## config.mk

```make
export PLATFORM = sky130hd
export DESIGN_NAME = rr_shared_reg_arbiter
export DESIGN_NICKNAME = d
export VERILOG_FILES = /design/src/rtl/rr_shared_reg_arbiter.sv
export SDC_FILE = /design/constraint.sdc
export NUM_CORES = 1
export LEC_CHECK = 0
export ABC_CLOCK_PERIOD_IN_PS = 1840
export CAP_MARGIN = 25
export CORE_UTILIZATION = 39
export CTS_BUF_LIST = sky130_fd_sc_hd__clkbuf_4 sky130_fd_sc_hd__clkbuf_8 sky130_fd_sc_hd__clkbuf_16
export DETAILED_ROUTE_END_ITERATION = 10
export GPL_TIMING_DRIVEN = 0
export PLACE_DENSITY = 0.74
export SLEW_MARGIN = 0
export SYNTH_ARGS = -nofsm -noshare
export SYNTH_HDL_FRONTEND = slang
export SYNTH_SLANG_ARGS = --single-unit
```

## constraint.sdc

```tcl
create_clock -name clk_i -period 1.84 [get_ports clk_i]
set_input_delay 0.368 -clock clk_i [delete_from_list [all_inputs] [get_ports clk_i]]
set_output_delay 0.368 -clock clk_i [all_outputs]
set_load 0.02 [all_outputs]
```

## src/rtl/rr_shared_reg_arbiter.sv

```systemverilog
// Round-robin arbiter sharing one WIDTH-bit register among N requesters.
// Each write takes IDLE -> GRANT -> DONE; a synchronous clear takes priority and is deferred if a write is in flight.
module rr_shared_reg_arbiter #(
  parameter int N     = 4,
  parameter int WIDTH = 8,
  localparam int IW   = (N > 1) ? $clog2(N) : 1
) (
  input  logic                 clk_i,
  input  logic                 clr_i,
  input  logic [N-1:0]         req_i,
  input  logic [N*WIDTH-1:0]   din_i,
  input  logic                 sclr_i,
  output logic [N-1:0]         gnt_o,
  output logic [N-1:0]         ack_o,
  output logic [WIDTH-1:0]     q_o,
  output logic [IW-1:0]        owner_o,
  output logic                 busy_o
);

  typedef enum logic [1:0] {
    IDLE  = 2'd0,
    GRANT = 2'd1,
    DONE  = 2'd2,
    CLEAR = 2'd3
  } state_t;

  state_t             state_q, state_d;
  logic [IW-1:0]      ptr_q, ptr_d;
  logic [IW-1:0]      win_q, win_d;
  logic               clr_pend_q, clr_pend_d;
  logic [N-1:0]       gnt_q, gnt_d;
  logic [N-1:0]       ack_q, ack_d;
  logic [WIDTH-1:0]   q_q, q_d;
  logic [IW-1:0]      owner_q, owner_d;
  logic               busy_q;

  logic               found;
  logic [IW-1:0]      pick;

  // Search starts one past the last winner, so the last winner has lowest priority.
  always_comb begin
    found = 1'b0;
    pick  = '0;
    for (int k = 1; k <= N; k++) begin
      if (!found && req_i[(int'(ptr_q) + k) % N]) begin
        found = 1'b1;
        pick  = IW'((int'(ptr_q) + k) % N);
      end
    end
  end

  always_comb begin
    state_d    = state_q;
    ptr_d      = ptr_q;
    win_d      = win_q;
    clr_pend_d = clr_pend_q;
    gnt_d      = gnt_q;
    ack_d      = ack_q;
    q_d        = q_q;
    owner_d    = owner_q;
    case (state_q)
      IDLE: begin
        if (sclr_i || clr_pend_q) begin
          state_d = CLEAR;
        end else if (found) begin
          gnt_d       = '0;
          gnt_d[pick] = 1'b1;
          win_d       = pick;
          state_d     = GRANT;
        end
      end
      GRANT: begin
        q_d          = din_i[int'(win_q)*WIDTH +: WIDTH];
        owner_d      = win_q;
        ack_d        = '0;
        ack_d[win_q] = 1'b1;
        gnt_d        = '0;
        ptr_d        = win_q;
        if (sclr_i) clr_pend_d = 1'b1;
        state_d      = DONE;
      end
      DONE: begin
        ack_d   = '0;
        if (sclr_i) clr_pend_d = 1'b1;
        state_d = IDLE;
      end
      CLEAR: begin
        q_d        = '0;
        clr_pend_d = 1'b0;
        state_d    = IDLE;
      end
      default: begin
        gnt_d   = '0;
        ack_d   = '0;
        state_d = IDLE;
      end
    endcase
  end

  always_ff @(posedge clk_i or posedge clr_i) begin
    if (clr_i) begin
      state_q    <= IDLE;
      ptr_q      <= IW'(N-1);
      win_q      <= '0;
      clr_pend_q <= 1'b0;
      gnt_q      <= '0;
      ack_q      <= '0;
      q_q        <= '0;
      owner_q    <= '0;
      busy_q     <= 1'b0;
    end else begin
      state_q    <= state_d;
      ptr_q      <= ptr_d;
      win_q      <= win_d;
      clr_pend_q <= clr_pend_d;
      gnt_q      <= gnt_d;
      ack_q      <= ack_d;
      q_q        <= q_d;
      owner_q    <= owner_d;
      busy_q     <= (state_d != IDLE);
    end
  end

  assign gnt_o   = gnt_q;
  assign ack_o   = ack_q;
  assign q_o     = q_q;
  assign owner_o = owner_q;
  assign busy_o  = busy_q;

endmodule

```

**Yosys cells after proc, flatten, opt, wreduce, memory -nomap -nowiden**

Index checks and enable logic that the tools add are counted.

- Bits in registers: 26
- Latch bits: 0
- RAM bits: 0
- Memory bits (read-only): 0
- Input port bits: 39
- Output and inout port bits: 19
- Word-level logic and storage cells: 91
- Memories kept: 0

- Add/sub/neg operators: 4
- Multipliers: 0
- Divide/modulo/power cells: 0
- Magnitude comparators: 8
- Eq/ne operators: 6
- Shift operators: 1
- Multiplexer cells: 34
- Bitwise gates (word level): 5
- Reductions and logical operators: 24

Operators by type and width:

| cell | count |
|---|---|
| $shiftx A32 B6 Y8 | 1 |
| $lt A3 B4 Y1 const B | 4 |
| $pmux W4 S2 | 2 |
| $pmux W8 S2 | 1 |
| $mux W1 | 15 |
| $mux W2 | 6 |
| $reduce_or A2 Y1 | 6 |
| $reduce_bool A2 Y1 | 5 |
| $bmux W1 S2 | 4 |
| $mux W4 | 2 |
| $lt A2 B3 Y1 const B | 2 |
| $pmux W2 S3 | 1 |
| $reduce_and A3 Y1 | 2 |
| $logic_and A1 B1 Y1 | 5 |
| $add A2 B1 Y2 const B | 2 |
| $add A2 B2 Y2 const B | 2 |
| $and A1 B1 Y1 const A | 4 |
| $demux W1 S2 | 2 |
| $eq A2 B2 Y1 const B | 2 |
| $ge A2 B1 Y1 const B | 2 |
| $ne A2 B2 Y1 const B | 2 |
| $logic_not A1 Y1 | 3 |
| $eq A2 B1 Y1 const B | 1 |
| $logic_not A2 Y1 | 1 |
| 5 further kinds | 5 |

**Depth between registers and ports, before layout**

- Depth after elaboration: 23
- Mapped depth: 6
- Mapped depth without buffers: 5

**Least setup slack after synthesis**

Ideal clock, no wire load.

- Path kind: register to register
- Start: register state_q[0]
- End: register gnt_q[2] (netlist: gnt_o[2])
- Setup time: 0.083 ns
- Data arrival time: 1.398 ns
- Data required time: 1.757 ns
- Slack: 0.359 ns
- Stages on the path, launching flop included: 7
- Buffers on the path: 1
- Period minus slack after synthesis: 1.481 ns
- Cells stage by stage: dfrtp_1 inv_1 ha_1 clkbuf_2 nand3_2 or3_1 o21ai_0

- Longest elaborated chain between the ends: 3
- Elaborated cells on any way between the ends: 7
- Those cells by class: eq/ne (3); mux (1); reduce/logical (3)

RTL lines:

| element | RTL line | RTL |
|---|---|---|
| from (decl) | 27 | `state_t state_q, state_d;` |
| from (signal assigned) | 112 | `state_q <= state_d;` |
| $eq A2 B1 Y1 or $logic_not A2 Y1 (tied branches) | 61 | `case (state_q)` |
| $reduce_bool A2 Y1 (no source line) or $ne A2 B2 Y1 (tied branches) | n/a |  |
| $reduce_and A3 Y1 (no source line) | n/a |  |
| to (signal assigned) | 116 | `gnt_q <= gnt_d;` |
| to (decl) | 31 | `logic [N-1:0] gnt_q, gnt_d;` |

Parallel ways exist; a longest one is shown, timed or not.
A chain may end at the register's enable or synchronous reset.

**Final worst setup path**

- Start: register q_q[0] (netlist: q_o[0])
- End: output q_o[0]

RTL lines:

| element | RTL line | RTL |
|---|---|---|
| from (decl) | 33 | `logic [WIDTH-1:0] q_q, q_d;` |
| from (signal assigned) | 118 | `q_q <= q_d;` |
| to (decl) | 15 | `output logic [WIDTH-1:0] q_o,` |

No word-level cell between the ends.

==> impl_metrics.py <==
metrics = {
    "run_status": {
        "outcome": "finished clean",
    },
    "clock_network": {
        "cts-buffers-inserted": 3,
        "clock_latency_ps": 330,
        "post-cts-setup-buffers": 0,
        "cts_htree_levels": 1,
        "path_clk_slew_ps": 140,
        "cts.sinks": 26,
        "cts_buffer_depth": 2,
        "cts_root_buf": "clkbuf_4",
        "cts_tree": "built",
    },
    "power": {
        "power_density_nw_per_um2": 1433,
        "vdd_drop_max_uv": 636.0,
        "totalPowerFinal_uw": 2990,
        "p_leak_uw": 0.0008611,
    },
    "drt": {
        "drt_iter0_markers": 55,
        "drt-total-wl_um": 3630,
        "drt-pass1-iter-count": 4,
        "drt.antenna.violating_nets": 0,
        "drc_errors": 0,
        "wl_per_cell_um": 15.51,
        "vias": 1220,
        "avgViaCountPerCell": 5.214,
    },
    "worst_setup_path": {
        "ff2ff_setup_slack_ps": 150,
        "rr_startpoint": "win_q[1]$_DFFE_PP0P_",
        "critical-path-top-delay-family": "buffers and inverters",
        "required_ps": 1470,
        "cpPeakStageDelay_ps": 640,
        "crit_type": "register to primary output",
        "worstReg2RegEnd": "q_o[0]$_DFFE_PP0P_",
        "slowest_stage": "clkdlybuf4s50_1",
        "cp_num_buf_inv": 1,
        "worstPathMaxFanout": 2,
        "r2r_cells": 4,
        "arrival_ps": 1360,
        "critPathLaunchType": "register",
        "cp-end-kind": "primary output",
        "path_cells": "clkdlybuf4s50_1",
    },
    "sta": {
        "drv_slew": 0,
        "rsz0062_at_grt": "no",
        "relSlewSlack_pct": 60.45,
        "setup_tns_ps": 0,
        "finalHoldViolations": 0,
        "fin_skew_ps": 2.107,
        "fin_hold_ws_ps": 356.7,
        "finalSetupViolCount": 0,
        "period_share_pct": 93.92,
        "tightest_slew_ps": 593.2,
        "min_period_ps": 1728,
        "max_freq_mhz": 578.7,
    },
    "layout": {
        "fill_cells": 290,
        "area.growth.synth_to_final_pct": 50.13,
        "n_antenna_cell": 0,
        "drive_gt1_share_pct": 12.23,
        "final_core_util_pct": 62.05,
        "finalNetCount": 232,
    },
    "global_routing": {
        "track_usage_pct": 19.73,
        "grt_max_degree": 27,
        "overflow": 0,
        "antenna_found_initial": 0,
        "grt_pass1_wl_um": 5313,
        "grt_pass1_vias": 1165,
    },
    "place": {
        "hpwl_um": 2834,
        "io_buffers": 57,
        "gp_congestion": 0.7175,
    },
    "synthesis": {
        "ys.flop_type": "dfrtp_1",
        "yosysUniqueCellTypes": 32,
        "synth.most_common_cell": "dfrtp_1",
        "synth_top_area_share_pct": 43.20,
        "synthCells": 126,
        "ys_seq_elements": 26,
        "postSynthAreaPerCell_um2": 11.03,
        "yosysTopAreaCell": "dfrtp_1",
        "ys_async_sr_fraction_pct": 100.0,
        "syn_nets": 169,
        "synth_common_cells": "dfrtp_1 (24), inv_1 (14), nor2_1 (14), o21ai_0 (14)",
        "yosysWarnings": 0,
        "yosysSeqAreaShare_pct": 46.98,
        "synth_edf_count": 0,
        "netlist_area_um2": 1390,
        "synth_area_leaders": "dfrtp_1 (43%), mux4_2 (13%), mux2i_1 (5.8%)",
    },
    "die": {
        "initial_core_util_pct": 41.33,
        "die_w_um": 61.70,
        "fp-row-count": 21,
        "pin_count": 58,
        "die_h_um": 61.70,
        "die-area_um2": 3807,
        "core_um2": 3363,
    },
    "worst_hold_path": {
        "hp-class": "primary input to asynchronous set/reset pin",
    },
    "run": {
        "maxCapViolCount": 0,
    },
}
==> layout make-up <==
cell class	instances	area, um^2	share of cell area [%]
sequential	26	653.1	31.29
timing repair buffer	58	585.6	28.06
clock inverter	1	30.03	1.439
clock buffer	3	22.52	1.079
multi-input combinational	80	655.6	31.41
inverter	14	52.55	2.518
buffer	6	30.03	1.439
tap	46	57.56	2.758
==> metrics by stage <==
stage,cell area (um^2),setup slack [ps],cells
6_report,2087,112.0,234
5_1_grt,2087,2.782,234
4_1_cts,2071,27.89,233
3_5_place_dp,2018,-141.8,229
3_3_place_gp,2018,-100.6,229
2_1_floorplan,1390,359.2,126
==> cell families after synthesis <==
| group | count (synthesis) | share of synthesized area (%) |
|---|---|---|
| fa+ha+maj | 4 | 3.601 |
| simple gates | 32 | 12.06 |
| buf+inv | 20 | 5.850 |
| mux | 16 | 18.72 |
| compound gates | 28 | 12.78 |
| flops | 26 | 46.98 |
==> how the worst max path moves through the flow <==
stage / slack [ps] / end / cells after the start / from
2_1_floorplan: 360 / gnt_o[2]$_DFFE_PP0P_ / 6 / state_q[0]$_DFF_PP0_
3_3_place_gp: -100 / gnt_o[0]$_DFFE_PP0P_ / 5 / req_i[3]
3_5_place_dp: -140 / gnt_o[1]$_DFFE_PP0P_ / 5 / req_i[3]
4_1_cts: 30 / q_o[0]$_DFFE_PP0P_ / 6 / state_q[1]$_DFF_PP0_
5_1_grt: 3 / gnt_o[3]$_DFFE_PP0P_ / 6 / state_q[0]$_DFF_PP0_
6_report: 110 / q_o[0] / 1 / q_o[0]$_DFFE_PP0P_
==> routing by layer <==
metal  part of all wire (%)  GRT usage [%]
met1                     40          23.35
met2                     52          35.64
met3                    5.0          1.863
met4                    2.8          10.16
met5                      0              0
==> flip-flops by register name, indices dropped and copies added, names as in the netlist <==
name and count:
busy_o 1, clr_pend_q 1, gnt_o 4, owner_o 2
ack_o 4, state_q 2, q_o 8, ptr_q 2
win_q 2
==> layout by cell type, fill, tap and decap left out, drive strengths merged <==
cell type | Yosys | layout
clkdlybuf4s50 | 0 | 57
dfrtp | 24 | 24
nor2 | 14 | 14
inv | 14 | 14
o21ai | 14 | 14
mux4 | 8 | 8
mux2i | 8 | 8
nand2 | 6 | 6
clkbuf | 2 | 6
o211ai | 4 | 4
ha | 4 | 4
buf | 4 | 4
nand2b | 3 | 3
o22ai | 2 | 2
nor2b | 2 | 2
o32ai | 2 | 2
dfstp | 2 | 2
or2b | 1 | 1
a21o | 1 | 1
o311a | 1 | 1
or4 | 1 | 1
nand3 | 1 | 1
or2 | 1 | 1
o221ai | 1 | 1
or3 | 1 | 1
a21oi | 1 | 1
o311ai | 1 | 1
nand3b | 1 | 1
nor4 | 1 | 1
o21bai | 1 | 1
bufinv | 0 | 1
==> worst register-to-register path, cell delays in order, from the launching register on <==
cell and delay (ps):
dfrtp_1 460, buf_1 490, mux4_2 400, mux2i_1 170, nor2_1 60
==> timing repair <==
action,in CTS,in global routing
gates resized for setup,0,1
endpoints found under the setup margin,0,6
hold buffers,0,0
==> power by group <==
part           switching (uW)  internal (uW)  leakage [uW]
logic                     846            779      0.000505
registers                 158            811      0.000329
clock network             176            220     0.0000279
total                    1180           1810      0.000861
(Power assumes the default switching activity.)
